**src/rtl/mmio_responder.sv**
```systemverilog
// mmio_responder
//   Memory-mapped I/O responder on the processor's external memory bus.
//   It claims the window IOBASE..IOBASE+3 plus HALTADDR, pushes TXDATA stores
//   into a small transmit FIFO drained by a valid/ready consumer, and raises a
//   sticky halt flag on a store to HALTADDR.
//
// Ports
//   clk        in   1      clock, rising edge
//   reset      in   1      asynchronous, active-low reset
//   memread    in   1      processor read strobe
//   memwrite   in   1      processor write strobe
//   mar        in   WIDTH  processor address
//   writedata  in   WIDTH  processor store data
//   iosel      out  1      mar hits the window or HALTADDR (combinational)
//   iodata     out  WIDTH  read data, 0 when not selected (combinational)
//   out_valid  out  1      FIFO non-empty
//   out_data   out  WIDTH  FIFO head; holds the last popped value when empty
//   out_ready  in   1      consumer accepts the head entry
//   kraj       out  1      sticky halt flag
//   haltcode   out  WIDTH  value stored to HALTADDR
//
// Handshake: an entry leaves the FIFO on every rising edge where
// out_valid & out_ready; out_valid never depends on out_ready.
//
// STATUS layout: bit0 empty, bit1 full, bit2 ovf, bit3 kraj,
// bits[7:4] occupancy, higher bits 0.
module mmio_responder #(
    parameter int               WIDTH    = 8,
    parameter int               DEPTH    = 4,
    parameter logic [WIDTH-1:0] IOBASE   = 8'hF8,
    parameter logic [WIDTH-1:0] HALTADDR = 8'hFF
) (
    input  logic             clk,
    input  logic             reset,
    input  logic             memread,
    input  logic             memwrite,
    input  logic [WIDTH-1:0] mar,
    input  logic [WIDTH-1:0] writedata,
    output logic             iosel,
    output logic [WIDTH-1:0] iodata,
    output logic             out_valid,
    output logic [WIDTH-1:0] out_data,
    input  logic             out_ready,
    output logic             kraj,
    output logic [WIDTH-1:0] haltcode
);

    localparam int PW = $clog2(DEPTH);
    localparam int CW = PW + 1;

    logic [WIDTH-1:0] mem [DEPTH];
    logic [PW-1:0]    wr_ptr, rd_ptr;
    logic [CW-1:0]    occ;
    logic [WIDTH-1:0] last_q;
    logic [WIDTH-1:0] tx_count;
    logic [WIDTH-1:0] haltcode_q;
    logic             ovf;
    logic             kraj_q;

    // Address decode: the window is four registers starting at IOBASE.
    logic [WIDTH-1:0] offset;
    logic             in_win, is_halt;
    logic             sel_tx, sel_status, sel_count, sel_clr;

    assign offset     = mar - IOBASE;
    assign in_win     = (offset[WIDTH-1:2] == '0);
    assign is_halt    = (mar == HALTADDR);
    assign sel_tx     = in_win && (offset[1:0] == 2'd0);
    assign sel_status = in_win && (offset[1:0] == 2'd1);
    assign sel_count  = in_win && (offset[1:0] == 2'd2);
    assign sel_clr    = in_win && (offset[1:0] == 2'd3);
    assign iosel      = in_win || is_halt;

    logic empty, full, pop, wr_take, push_req, push, ovf_set, clr;

    assign empty    = (occ == '0);
    assign full     = (occ == CW'(DEPTH));
    assign pop      = !empty && out_ready;
    // Once halted the responder ignores every store, halt stores included.
    assign wr_take  = memwrite && iosel && !kraj_q;
    assign push_req = wr_take && sel_tx;
    // A simultaneous pop frees the slot, so a push into a full FIFO is kept.
    assign push     = push_req && (!full || pop);
    assign ovf_set  = push_req && full && !pop;
    assign clr      = memread && sel_clr;

    logic [WIDTH-1:0] status;

    always_comb begin
        status      = '0;
        status[0]   = empty;
        status[1]   = full;
        status[2]   = ovf;
        status[3]   = kraj_q;
        status[7:4] = 4'(occ);
    end

    always_comb begin
        iodata = '0;
        if (sel_status || sel_clr) iodata = status;
        else if (sel_count)        iodata = tx_count;
        else if (is_halt)          iodata = haltcode_q;
    end

    assign out_valid = !empty;
    // last_q keeps the most recently popped entry visible once the FIFO empties.
    assign out_data  = empty ? last_q : mem[rd_ptr];
    assign kraj      = kraj_q;
    assign haltcode  = haltcode_q;

    // Storage needs no reset: an empty FIFO shows last_q, never mem.
    always_ff @(posedge clk) begin
        if (push) mem[wr_ptr] <= writedata;
    end

    always_ff @(posedge clk or negedge reset) begin
        if (!reset) begin
            wr_ptr     <= '0;
            rd_ptr     <= '0;
            occ        <= '0;
            last_q     <= '0;
            tx_count   <= '0;
            ovf        <= 1'b0;
            kraj_q     <= 1'b0;
            haltcode_q <= '0;
        end else begin
            if (push) begin
                wr_ptr   <= (wr_ptr == PW'(DEPTH - 1)) ? '0 : wr_ptr + PW'(1);
                tx_count <= tx_count + WIDTH'(1);
            end
            if (pop) begin
                rd_ptr <= (rd_ptr == PW'(DEPTH - 1)) ? '0 : rd_ptr + PW'(1);
                last_q <= mem[rd_ptr];
            end
            case ({push, pop})
                2'b10:   occ <= occ + CW'(1);
                2'b01:   occ <= occ - CW'(1);
                default: occ <= occ;
            endcase
            // A fresh overflow in the same cycle as a CLR read wins.
            if (ovf_set)  ovf <= 1'b1;
            else if (clr) ovf <= 1'b0;
            if (wr_take && is_halt) begin
                kraj_q     <= 1'b1;
                haltcode_q <= writedata;
            end
        end
    end

endmodule

```
**config.mk**
```make
export PLATFORM = sky130hd
export DESIGN_NAME = mmio_responder
export DESIGN_NICKNAME = d
export VERILOG_FILES = /design/src/rtl/mmio_responder.sv
export SDC_FILE = /design/constraint.sdc
export NUM_CORES = 1
export LEC_CHECK = 0
export CAP_MARGIN = 20
export CELL_PAD_IN_SITES_DETAIL_PLACEMENT = 0
export CELL_PAD_IN_SITES_GLOBAL_PLACEMENT = 1
export CORE_UTILIZATION = 35
export CTS_CLUSTER_DIAMETER = 200
export CTS_CLUSTER_SIZE = 8
export DETAILED_ROUTE_END_ITERATION = 8
export GPL_ROUTABILITY_DRIVEN = 1
export MAX_ROUTING_LAYER = met4
export PLACE_DENSITY = 0.69
export SKIP_CTS_REPAIR_TIMING = 1
export SYNTH_ARGS = -nofsm -noshare
export SYNTH_HDL_FRONTEND = slang
export SYNTH_SLANG_ARGS = --single-unit
```
**constraint.sdc**
```tcl
create_clock -name clk -period 2 [get_ports clk]
set_input_delay 0.4 -clock clk [delete_from_list [all_inputs] [get_ports clk]]
set_output_delay 0.4 -clock clk [all_outputs]
set_load 0.02 [all_outputs]
```
==> flow_summary.yaml <==
status:
  outcome: "finished with violations"
  violations: "negative setup slack"
placement:
  dp_hpwl_um: 4800
  placed_cells: 382
  gp_congestion: 0.778
  placed_area_um2: 3980
  portBuffers: 47
power_and_ir_drop:
  p_per_area_nw_per_um2: 1060
  p_sw_mw: 1.40
  seqPwrFrac_pct: 35.9
  p_int_mw: 3.35
  p_clk_share_pct: 25.3
  swShare_pct: 29.5
  ir_worst_vdd_v: 0.000395
  combPwrFrac_pct: 38.8
  p_leak_nw: 1.89
routing:
  drc: 0
  drt_pre_antenna_iters: 4
  wl_per_cell_um: 17.1
  antenna_left: 0
  wl_um: 6960
  vias_per_cell: 4.99
  drt_iter0_markers: 76
  num_vias: 2036
setup_path:
  slowest_delay_ns: 0.53
  worst_r2r_path_depth: 11
  worst_ep_required_time_ns: 1.60
  critical_path_arrival_ns: 1.85
  cp_max_fo: 6
  slowest_stage: "mux4_2"
  path_class: "reg -> out"
  worstSetupEndpointType: "primary output"
  startpoint_type: "register"
  crit_chain: "buf_12 > mux4_2 > mux2_4 > buf_6"
global_routing:
  grt_start_max_net_pins: 34
  grt_overflow: 0
  antenna_found_initial: 0
  grt_pass1_vias: 2062
  grt.total_usage_pct: 16.2
  grt_pass1_wl_um: 10500
logic_synthesis:
  synth_edf_count: 32
  ys.warnings.count: 0
  synth-seq-cells: 65
  yosysSeqAreaShare_pct: 58.6
  ys_async_sr_fraction_pct: 50.8
  avgSynthCellArea_um2: 14.9
  syn_area_um2: 3050
  synthFlopType: "dfrtp_1"
  ys_types: 46
  netlist_instances: 204
  synthesis.nets: 234
clock_network:
  cts_tree: "yes"
  clk_latency_ns: 0.34
  clk_pin_slew_ns: 0.07
  cts_buffers: 9
  cts.path.max_buffers: 2
  cts_max_level: 3
  cts_root_buf: "clkbuf_8"
  cts.sinks: 65
timing:
  drv_slew: 0
  slew_headroom_pct: 69.5
  min_period_ns: 2.25
  final-setup-viol-count: 14
  max_freq_mhz: 445
  rsz0062_at_grt: "true"
  finalWorstSetupSlack_ns: -0.246
  min_period_over_period_pct: 112
  hold_viol: 0
  worstMarginPinSlew_ns: 0.458
  fin_worst_skew_ns: 0.0127
  tns_ns: -2.19
finish:
  stdcell_count: 408
  drive_above_1_share_pct: 47.5
  layout.nets: 328
  fin_area_um2: 4480
  syn_to_final_growth_pct: 46.8
  antenna_cells: 0
floorplanning:
  start_util_pct: 36.6
  die-area_um2: 9090
  core.rowCount: 33
  die_h_um: 95.3
  io_pins: 48
  die_x_um: 95.3
  core_area_um2: 8340
hold_path:
  hold_depth: 1
  hold_class: "reg -> reg"
job:
  maxCapViolCount: 0
-- flip-flops by register name (all words and copies together) (netlist names) --
register and flops:
mem 32, haltcode 8, last_q 8, tx_count 8
occ 3, rd_ptr 2, wr_ptr 2, kraj 1
ovf 1
-- cell families after synthesis --
kind of cell    after synthesis  share of synthesized area, %
fa+ha+maj                     9                          3.94
mux                          36                          16.2
compound gates               24                          6.28
buf+inv                      18                          2.95
flops                        65                          58.6
simple gates                 41                          8.86
xor+xnor                     11                          3.16
-- cells in the final DEF, fill, tap and decap left out, drive strengths merged, types with 6 or more instances in the layout --
master	netlist	routed
nor3	6	6
xor2	8	8
clkbuf	1	14
mux4	8	8
clkdlybuf4s50	0	20
nand2	7	7
inv	10	10
dfrtp	33	33
edfxtp	32	32
ha	8	8
mux2	27	27
o21ai	8	8
buf	7	63
-- layout make-up --
class / count / area, um^2
Fill cell: 716 / 3860
Timing Repair Buffer: 91 / 932
Inverter: 10 / 37.5
Clock inverter: 5 / 80.1
Multi-Input combinational cell: 121 / 1380
Tap cell: 105 / 131
Clock buffer: 11 / 131
Sequential cell: 65 / 1790
-- power by group through the flow --
stage	registers (mW)	logic (mW)	clock network (mW)
detailed placement	1.72	1.50	0
global route	1.73	1.97	1.27
global placement	1.71	1.48	0
finish	1.71	1.84	1.20
CTS	1.69	1.51	1.23
floorplan	1.68	0.902	0
-- cell usage after synthesis, types with 2 or more instances --
| library cell | n | area, um^2 |
|---|---|---|
| xnor2_1 | 3 | 26.3 |
| a22oi_1 | 3 | 22.5 |
| dfrtp_1 | 33 | 826 |
| nor4_2 | 3 | 37.5 |
| mux2_1 | 8 | 90.1 |
| nand2_1 | 7 | 26.3 |
| o21ai_0 | 7 | 35.0 |
| nand3_1 | 2 | 10.0 |
| a21oi_1 | 2 | 10.0 |
| a211oi_1 | 2 | 15.0 |
| nor2_1 | 3 | 11.3 |
| buf_2 | 3 | 15.0 |
| ha_1 | 8 | 100 |
| edfxtp_1 | 32 | 961 |
| and2_1 | 4 | 25.0 |
| inv_1 | 10 | 37.5 |
| mux2_2 | 19 | 214 |
| a32o_1 | 2 | 20.0 |
| buf_4 | 3 | 22.5 |
| xor2_1 | 8 | 70.1 |
| nand4_1 | 5 | 31.3 |
| nor3_1 | 6 | 30.0 |
| mux4_2 | 8 | 180 |
-- per-stage QoR --
stage	hold slack (ns)	worst slack [ns]	power (mW)	util, %
6_report	0.482	-0.246	4.75	53.7
4_1_cts	0.484	-0.911	4.44	50.2
3_3_place_gp	0.460	-0.911	3.20	47.7
2_1_floorplan	0.104	-0.117	2.59	-
5_1_grt	0.491	-0.310	4.97	53.7
3_5_place_dp	0.469	-0.901	3.22	47.7
-- routing by layer --
layer  vias up  part of all wire [%]  track usage, %
met5         -                     0               -
li1        963                     -               -
met1      1041                    47            21.1
met2        26                    50            25.2
met3         6                   2.5            3.83
met4         0                  0.78            4.92
-- critical path, delay by kind of cell (launching register included) --
family | cells | cell delay (ns)
multiplexers | 2 | 0.81
buffers and inverters | 2 | 0.28
flip-flops | 1 | 0.41
-- worst paths after layout --
kind	from	end	slack, ns
worst max-delay path	rd_ptr[0]	out_data[0]	-0.25
worst min-delay path	tx_count[7]	tx_count[7]	0.48
worst max register to register	occ[2]	occ[2]	-0.13
worst min register to register	tx_count[7]	tx_count[7]	0.48
max in group asynchronous	reset	haltcode[1]	1.19
min in group asynchronous	reset	last_q[4]	0.49
(Power assumes the default switching activity.)
